$ cat config.mk
export PLATFORM = sky130hd
export DESIGN_NAME = seq_divider_flat
export DESIGN_NICKNAME = d
export VERILOG_FILES = /design/src/rtl/seq_divider_if.sv /design/src/rtl/seq_divider.sv /design/src/flat_wrapper.sv
export SDC_FILE = /design/constraint.sdc
export NUM_CORES = 1
export LEC_CHECK = 0
export ABC_AREA = 0
export BUFFER_PORTS_ARGS = -buffer_cell sky130_fd_sc_hd__buf_2
export CORE_UTILIZATION = 61
export DETAILED_ROUTE_END_ITERATION = 6
export PLACE_DENSITY = 0.84
export SLEW_MARGIN = 25
export SYNTH_ARGS = -nofsm -noshare
export SYNTH_HDL_FRONTEND = slang
export SYNTH_SLANG_ARGS = --single-unit
export TNS_END_PERCENT = 20
$ cat constraint.sdc
create_clock -name clk -period 6.5 [get_ports clk]
set_input_delay 1.3 -clock clk [delete_from_list [all_inputs] [get_ports clk]]
set_output_delay 1.3 -clock clk [all_outputs]
set_load 0.01 [all_outputs]
$ cat src/rtl/seq_divider_if.sv
// Handshake and result bundle for the sequential divider.
// The master drives start and operands; the slave returns busy, done and results.
// Operand and result widths follow WIDTH, which must match the divider instance.
interface seq_divider_if #(
    parameter int WIDTH = 8
);
    logic             start;
    logic [WIDTH-1:0] dividend;
    logic [WIDTH-1:0] divisor;
    logic             busy;
    logic             done;
    logic [WIDTH-1:0] quotient;
    logic [WIDTH-1:0] remainder;
    logic             div_by_zero;

    modport master (
        output start, dividend, divisor,
        input  busy, done, quotient, remainder, div_by_zero
    );

    modport slave (
        input  start, dividend, divisor,
        output busy, done, quotient, remainder, div_by_zero
    );
endinterface

$ cat src/rtl/seq_divider.sv
// Iterative unsigned restoring divider: one quotient bit per clock.
// Latency WIDTH+1 edges from accept to done (1 edge for divide by zero).
// start is ignored while busy; results hold until the next done.
module seq_divider #(
    parameter int WIDTH = 8
) (
    input  logic          clk,
    input  logic          rst_n,
    seq_divider_if.slave  bus
);
    localparam int CW = $clog2(WIDTH + 1);

    typedef enum logic {IDLE, RUN} state_t;

    state_t           state_q, state_d;
    logic [WIDTH-1:0] q_q, q_d;       // dividend shift register, fills with quotient bits
    logic [WIDTH-1:0] d_q, d_d;       // latched divisor
    // Partial remainder: always below the divisor, so its top (WIDTH+1'th) bit is
    // constantly zero and is not stored.
    logic [WIDTH-1:0] r_q, r_d;
    logic [CW-1:0]    cnt_q, cnt_d;
    logic [WIDTH-1:0] quo_q, quo_d;
    logic [WIDTH-1:0] rem_q, rem_d;
    logic             dbz_q, dbz_d;
    logic             done_q, done_d;

    logic [WIDTH:0]   shifted;        // {R, next dividend bit}
    logic [WIDTH:0]   trial;          // shifted - divisor, MSB set when negative
    logic [WIDTH-1:0] q_step;
    logic [WIDTH-1:0] r_step;

    // One restoring step plus the IDLE/RUN next-state and result-register logic.
    always_comb begin
        state_d = state_q;
        q_d     = q_q;
        d_d     = d_q;
        r_d     = r_q;
        cnt_d   = cnt_q;
        quo_d   = quo_q;
        rem_d   = rem_q;
        dbz_d   = dbz_q;
        done_d  = 1'b0;

        shifted = {r_q, q_q[WIDTH-1]};
        trial   = shifted - {1'b0, d_q};
        q_step  = {q_q[WIDTH-2:0], ~trial[WIDTH]};
        // A restore only happens when shifted < D, so shifted fits WIDTH bits then.
        r_step  = trial[WIDTH] ? shifted[WIDTH-1:0] : trial[WIDTH-1:0];

        unique case (state_q)
            IDLE: begin
                if (bus.start) begin
                    if (bus.divisor != '0) begin
                        q_d     = bus.dividend;
                        d_d     = bus.divisor;
                        r_d     = '0;
                        cnt_d   = CW'(WIDTH);
                        state_d = RUN;
                    end else begin
                        // Divide by zero resolves in one edge without entering RUN.
                        quo_d  = '1;
                        rem_d  = bus.dividend;
                        dbz_d  = 1'b1;
                        done_d = 1'b1;
                    end
                end
            end
            RUN: begin
                q_d   = q_step;
                r_d   = r_step;
                cnt_d = cnt_q - CW'(1);
                if (cnt_q == CW'(1)) begin
                    quo_d   = q_step;
                    rem_d   = r_step;
                    dbz_d   = 1'b0;
                    done_d  = 1'b1;
                    state_d = IDLE;
                end
            end
            default: state_d = IDLE;
        endcase
    end

    // State, datapath and result registers; reset aborts any division in flight.
    always_ff @(posedge clk or negedge rst_n) begin
        if (!rst_n) begin
            state_q <= IDLE;
            q_q     <= '0;
            d_q     <= '0;
            r_q     <= '0;
            cnt_q   <= '0;
            quo_q   <= '0;
            rem_q   <= '0;
            dbz_q   <= 1'b0;
            done_q  <= 1'b0;
        end else begin
            state_q <= state_d;
            q_q     <= q_d;
            d_q     <= d_d;
            r_q     <= r_d;
            cnt_q   <= cnt_d;
            quo_q   <= quo_d;
            rem_q   <= rem_d;
            dbz_q   <= dbz_d;
            done_q  <= done_d;
        end
    end

    assign bus.busy        = (state_q == RUN);
    assign bus.done        = done_q;
    assign bus.quotient    = quo_q;
    assign bus.remainder   = rem_q;
    assign bus.div_by_zero = dbz_q;
endmodule

$ cat src/flat_wrapper.sv
// flat-port wrapper written by rule: the top's interface ports become plain ports
module seq_divider_flat 
#(
    parameter int WIDTH = 8
)
  (clk, rst_n, bus_start, bus_dividend, bus_divisor, bus_busy, bus_done, bus_quotient, bus_remainder, bus_div_by_zero);
  seq_divider_if #(.WIDTH(WIDTH)) bus_i ();
  input  logic clk;
  input  logic rst_n;
  input wire logic [$bits(bus_i.start)-1:0] bus_start;
  input wire logic [$bits(bus_i.dividend)-1:0] bus_dividend;
  input wire logic [$bits(bus_i.divisor)-1:0] bus_divisor;
  output wire logic [$bits(bus_i.busy)-1:0] bus_busy;
  output wire logic [$bits(bus_i.done)-1:0] bus_done;
  output wire logic [$bits(bus_i.quotient)-1:0] bus_quotient;
  output wire logic [$bits(bus_i.remainder)-1:0] bus_remainder;
  output wire logic [$bits(bus_i.div_by_zero)-1:0] bus_div_by_zero;
  assign bus_i.start = bus_start;
  assign bus_i.dividend = bus_dividend;
  assign bus_i.divisor = bus_divisor;
  assign bus_busy = bus_i.busy;
  assign bus_done = bus_i.done;
  assign bus_quotient = bus_i.quotient;
  assign bus_remainder = bus_i.remainder;
  assign bus_div_by_zero = bus_i.div_by_zero;
  seq_divider #(.WIDTH(WIDTH)) u_core (.clk(clk), .rst_n(rst_n), .bus(bus_i));
endmodule
* Word-level counts from Yosys, hierarchy flattened
Cells that the tools add are included.
Word-level totals: register bits after elaboration 47, latch bits 0, memory bits (writable) 0, ROM bits 0, input bits 19, output and inout bits 19, word-level logic and storage cells 52, memories 0
Cells by class: $add $sub $neg 2, multiply operators 0, div/mod/pow operators 0, $lt $le $gt $ge 0, equal/unequal tests 5, shift operators 0, mux-type cells 30, bitwise gates (word level) 2, reduce and logical (&&, ||, !) cells 4
Operators with widths (number):
- 8-bit 2-to-1 mux | 11
- 8-bit one-hot mux with 2 select lines | 4
- 1-bit 2-to-1 mux | 9
- 9-bit by 8-bit subtractor with 9-bit output | 1
- 4-bit 2-to-1 mux | 2
- 4-bit one-hot mux with 2 select lines | 1
- 8-bit nonzero test | 1
- 2-bit != test (second input constant) | 3
- 1-bit one-hot mux with 2 select lines | 3
- 3-bit AND reduction | 2
- 4-bit by 1-bit equality test with 1-bit output (second input constant) | 1
- 4-bit by 1-bit subtractor with 4-bit output (second input constant) | 1
- 2-bit by 1-bit != test with 1-bit output (second input constant) | 1
- 1-bit inverter | 2
- 2-bit AND reduction | 1

* Depth between registers and ports, before layout
depth after elaboration 4, mapped depth 11, gate-level depth less buffers 10

* Worst setup path after synthesis
OpenSTA, ideal clock, no wires.
path type input port to flip-flop, start point input port bus_divisor[1], end point register u_core.rem_q[2] (netlist: u_core.bus.remainder[2]), setup time 138 ps, arrival 2564 ps, setup slack 3798 ps, stages on the path 7, buffers on the path 2, cell sequence or4_1 > nor2_2 > nand2_2 > nand2b_1 > buf_4 > buf_6 > o221ai_1
Between the ends: word-level cells in the longest chain between the ends 3
RTL lines:
- start, declared | line flat_wrapper.sv:12 | input wire logic [$bits(bus_i.divisor)-1:0] bus_divisor;
- 8-bit nonzero test | line seq_divider.sv:53 | if (bus.divisor != '0) begin
- 2-bit != test (no source line)
- 3-bit AND reduction (no source line)
- end signal, assigned | line seq_divider.sv:103 | rem_q <= rem_d;
- end, declared | line seq_divider.sv:23 | logic [WIDTH-1:0] rem_q, rem_d;
No other way between the ends. A chain may end at the register's enable or synchronous reset.

* Worst setup path after layout
start point register u_core.q_q[7], end point register u_core.r_q[0]
Between the ends: word-level cells in the longest chain between the ends 3
RTL lines:
- start, declared | line seq_divider.sv:16 | logic [WIDTH-1:0] q_q, q_d;
- start signal, assigned | line seq_divider.sv:98 | q_q <= q_d;
- 9-bit by 8-bit subtractor with 9-bit output | line seq_divider.sv:45 | trial = shifted - {1'b0, d_q};
- 8-bit 2-to-1 mux (*) | line seq_divider.sv:48 | r_step = trial[WIDTH] ? shifted[WIDTH-1:0] : trial[WIDTH-1:0];
- 8-bit one-hot mux with 2 select lines (*) | line seq_divider.sv:50 | unique case (state_q)
- end signal, assigned | line seq_divider.sv:100 | r_q <= r_d;
- end, declared | line seq_divider.sv:20 | logic [WIDTH-1:0] r_q, r_d;
Every way passes the cells marked *; elsewhere a longest branch is shown, timed or not.

==> impl_results.md <==
- Max Clock Freq: 0.333 GHz
- Gr usage total: 0.269
- Max cap viols: 0
- Post-DP HPWL: 3.55 mm
- Routability cong.: 0.842
- Post-synth EDFFs: 0
- Final Cycle Share: 0.462
- Hold Buf Count CTS: 0
- Final antenna-violating net count: 0
- Sequential cell area fraction in the yosys report: 0.477
- Die Area: 4300 um2
- Pwr dens: 627 nW/um2
- Htree depth: 2
- Count of clock tree sinks: 47
- Most Frequent Cell on Critical Path: inv_1
- Synth Net Count: 282
- Seq pwr share: 0.320
- Commonest non-fill, non-tap cell in the layout: dfrtp_1
- Inserted Clock Buffers: 5
- Number of global-route vias before repair: 1902
- Final Hold Viols: 0
- Maximum fanout along the worst path: 12
- Crit end category: register
- Crit start category: register
- Yosys warns: 0
- Slew headroom: 0.345
- Row count: 22
- Power share of the clock group: 0.128
- Layout cell share with drive strength beyond 1: 0.231
- Setup Skew: 8.41 ps
- End-of-flow core utilization: 0.732
- Worst Path Class, Setup: register to register
- Clock Path Buffers: 2
- Crit path cell chain: inv_1 -> ha_1 -> inv_1 -> fa_1 -> a21oi_2 -> o22ai_2 -> o41ai_4 -> xor2_2 -> mux2_2 -> o22ai_1
- Post-CTS Setup Bufs: 0
- Cells on Worst Hold Path: 1
- Critical Path RT: 6720 ps
- Final Slew Violations: 0
- Final setup violation count: 0
- Slowest library cell on the worst path: xor2_2
- Post-cts resize count: 0
- RSZ-0062 raised after global routing: false
- Worst-path clk slew: 90 ps
- Initial antenna violation count: 0
- Vias: 1887
- VDD IR max: 306 uV
- Drt first pass iters: 4
- Most frequent cells in the layout: dfrtp_1, nand2_1, buf_2
- Worst hold-check path type: register to register
- Avg Vias per Cell: 5.65
- CP peak stage delay: 610 ps
- # port buffers: 37
- Mapped Cells: 252
- Main synth FF type: dfrtp_1
- Root buffer cell: clkbuf_8
- P_leak: 1.25 nW
- Crit path DAT: 3220 ps
- Clk_lat worst skew: 310 ps
- Area delta synth->final: 12.0%
- Core Box Area: 3770 um2
- Nets@finish: 315
- Mean Syn Cell Area: 9.78 um2
- Yosys reg bits: 47
- Yosys cell types: 48
- Post-Syn Area: 2460 um2
- Comb pwr share: 0.552
- Pin count of the biggest net entering global routing: 48
- Total negative slack: 0 ps
- R2R depth: 10
- Period minus WS final: 3000 ps
- Remaining global-route overflow: 0
- Switching Power: 0.761 mW
- I/O pin count: 38
- First-pass GRT wire length: 8.71 mm
- Internal power: 0.970 mW
- Die Y: 65.6 um
- Post-synth ARST share: 1.00
- DRT iter0 DRCs: 169
- Ant diodes: 0
- Worst-Margin Slew: 980 ps
- Final WL: 4.96 mm
- Initial core utilization: 0.654
- Post-DR wirelength/cell: 14.9 um
- Outcome: finished, final reports clean
- DRC errors left: 0
- Die W: 65.6 um
- TritonCTS clock tree: built
- Switching part of the total: 0.439
==> layer usage <==
| metal | part of all wire | GRT usage | up-vias |
|---|---|---|---|
| li1 | - | - | 938 |
| met1 | 0.44 | 0.349 | 887 |
| met2 | 0.48 | 0.443 | 52 |
| met3 | 0.055 | 0.0486 | 10 |
| met4 | 0.021 | 0.111 | 0 |
| met5 | 0 | 0 | - |
==> per-stage QoR <==
step | setup slack, ps | std cells | area (um2) | power [mW] | hold slack [ps]
after floorplan | 3800 | 252 | 2460 | 1.31 | 465
after global placement | 3040 | 326 | 2640 | 1.47 | 500
after CTS | 3320 | 334 | 2760 | 1.74 | 526
after detailed placement | 2990 | 326 | 2640 | 1.52 | 504
after global routing | 3310 | 334 | 2760 | 1.88 | 552
final | 3500 | 334 | 2760 | 1.73 | 516
==> critical path, delay by kind of cell (launching register included) <==
kind	cells	cell delay, ps
buffers and inverters	2	150
AO/OA/AOI/OAI	4	740
multiplexers	1	430
adder cells (fa/ha/maj)	2	570
flip-flops	1	410
XOR/XNOR	1	610
==> cell type report <==
cell class / instances / area [um2]
clock inverters: 3 / 47.5
fillers: 300 / 1010
flip-flops and latches: 47 / 1180
clock buffers: 5 / 68.8
inverters: 19 / 71.3
multi-input cells: 175 / 1150
well taps: 48 / 60.1
repair buffers: 37 / 188
==> synthesized netlist by cell type, types with 5 or more instances <==
cell	count	area share
ha_1	10	0.051
clkbuf_1	5	0.0076
o21ai_0	15	0.030
xor2_1	5	0.018
a21oi_2	8	0.028
nand2_1	36	0.055
inv_1	18	0.027
dfrtp_1	47	0.48
nand3_1	6	0.012
a31oi_1	9	0.023
nor2_1	23	0.035
a21oi_1	6	0.012
==> final timing paths <==
kind                                           to  slack (ps)          start
max                                 u_core.r_q[0]        3500  u_core.q_q[7]
min                                 u_core.d_q[0]         520  u_core.d_q[0]
max reg2reg                         u_core.r_q[0]        3500  u_core.q_q[7]
min reg2reg                         u_core.d_q[0]         520  u_core.d_q[0]
max in group asynchronous           u_core.r_q[1]        5110          rst_n
min in group asynchronous  u_core.bus.div_by_zero         980          rst_n
==> registers in the layout, summed over array words and instances, names as in the netlist <==
signal                  flops
u_core.bus.quotient         8
u_core.bus.remainder        8
u_core.d_q                  8
u_core.q_q                  8
u_core.r_q                  8
u_core.cnt_q                4
u_core.bus.busy             1
u_core.bus.div_by_zero      1
u_core.bus.done             1
==> power groups by stage <==
stage                     clock network (mW)  registers [mW]  logic [mW]
after detailed placement                   0           0.559       0.956
final                                  0.222           0.553       0.956
after floorplan                            0           0.556       0.758
after global routing                   0.237           0.573        1.07
after global placement                     0           0.551       0.915
after CTS                              0.223           0.554       0.964
==> cells by family (layout without fill, tap and decap cells) <==
| logic type | Yosys count | in the layout | share of synthesized area |
|---|---|---|---|
| fa+ha+maj | 11 | 11 | 0.0589 |
| buf+inv | 30 | 64 | 0.0574 |
| xor+xnor | 8 | 8 | 0.0315 |
| flops | 47 | 47 | 0.477 |
| mux | 6 | 6 | 0.0254 |
| compound gates | 61 | 61 | 0.176 |
| simple gates | 89 | 89 | 0.174 |
Power figures use the tool's default switching activity.
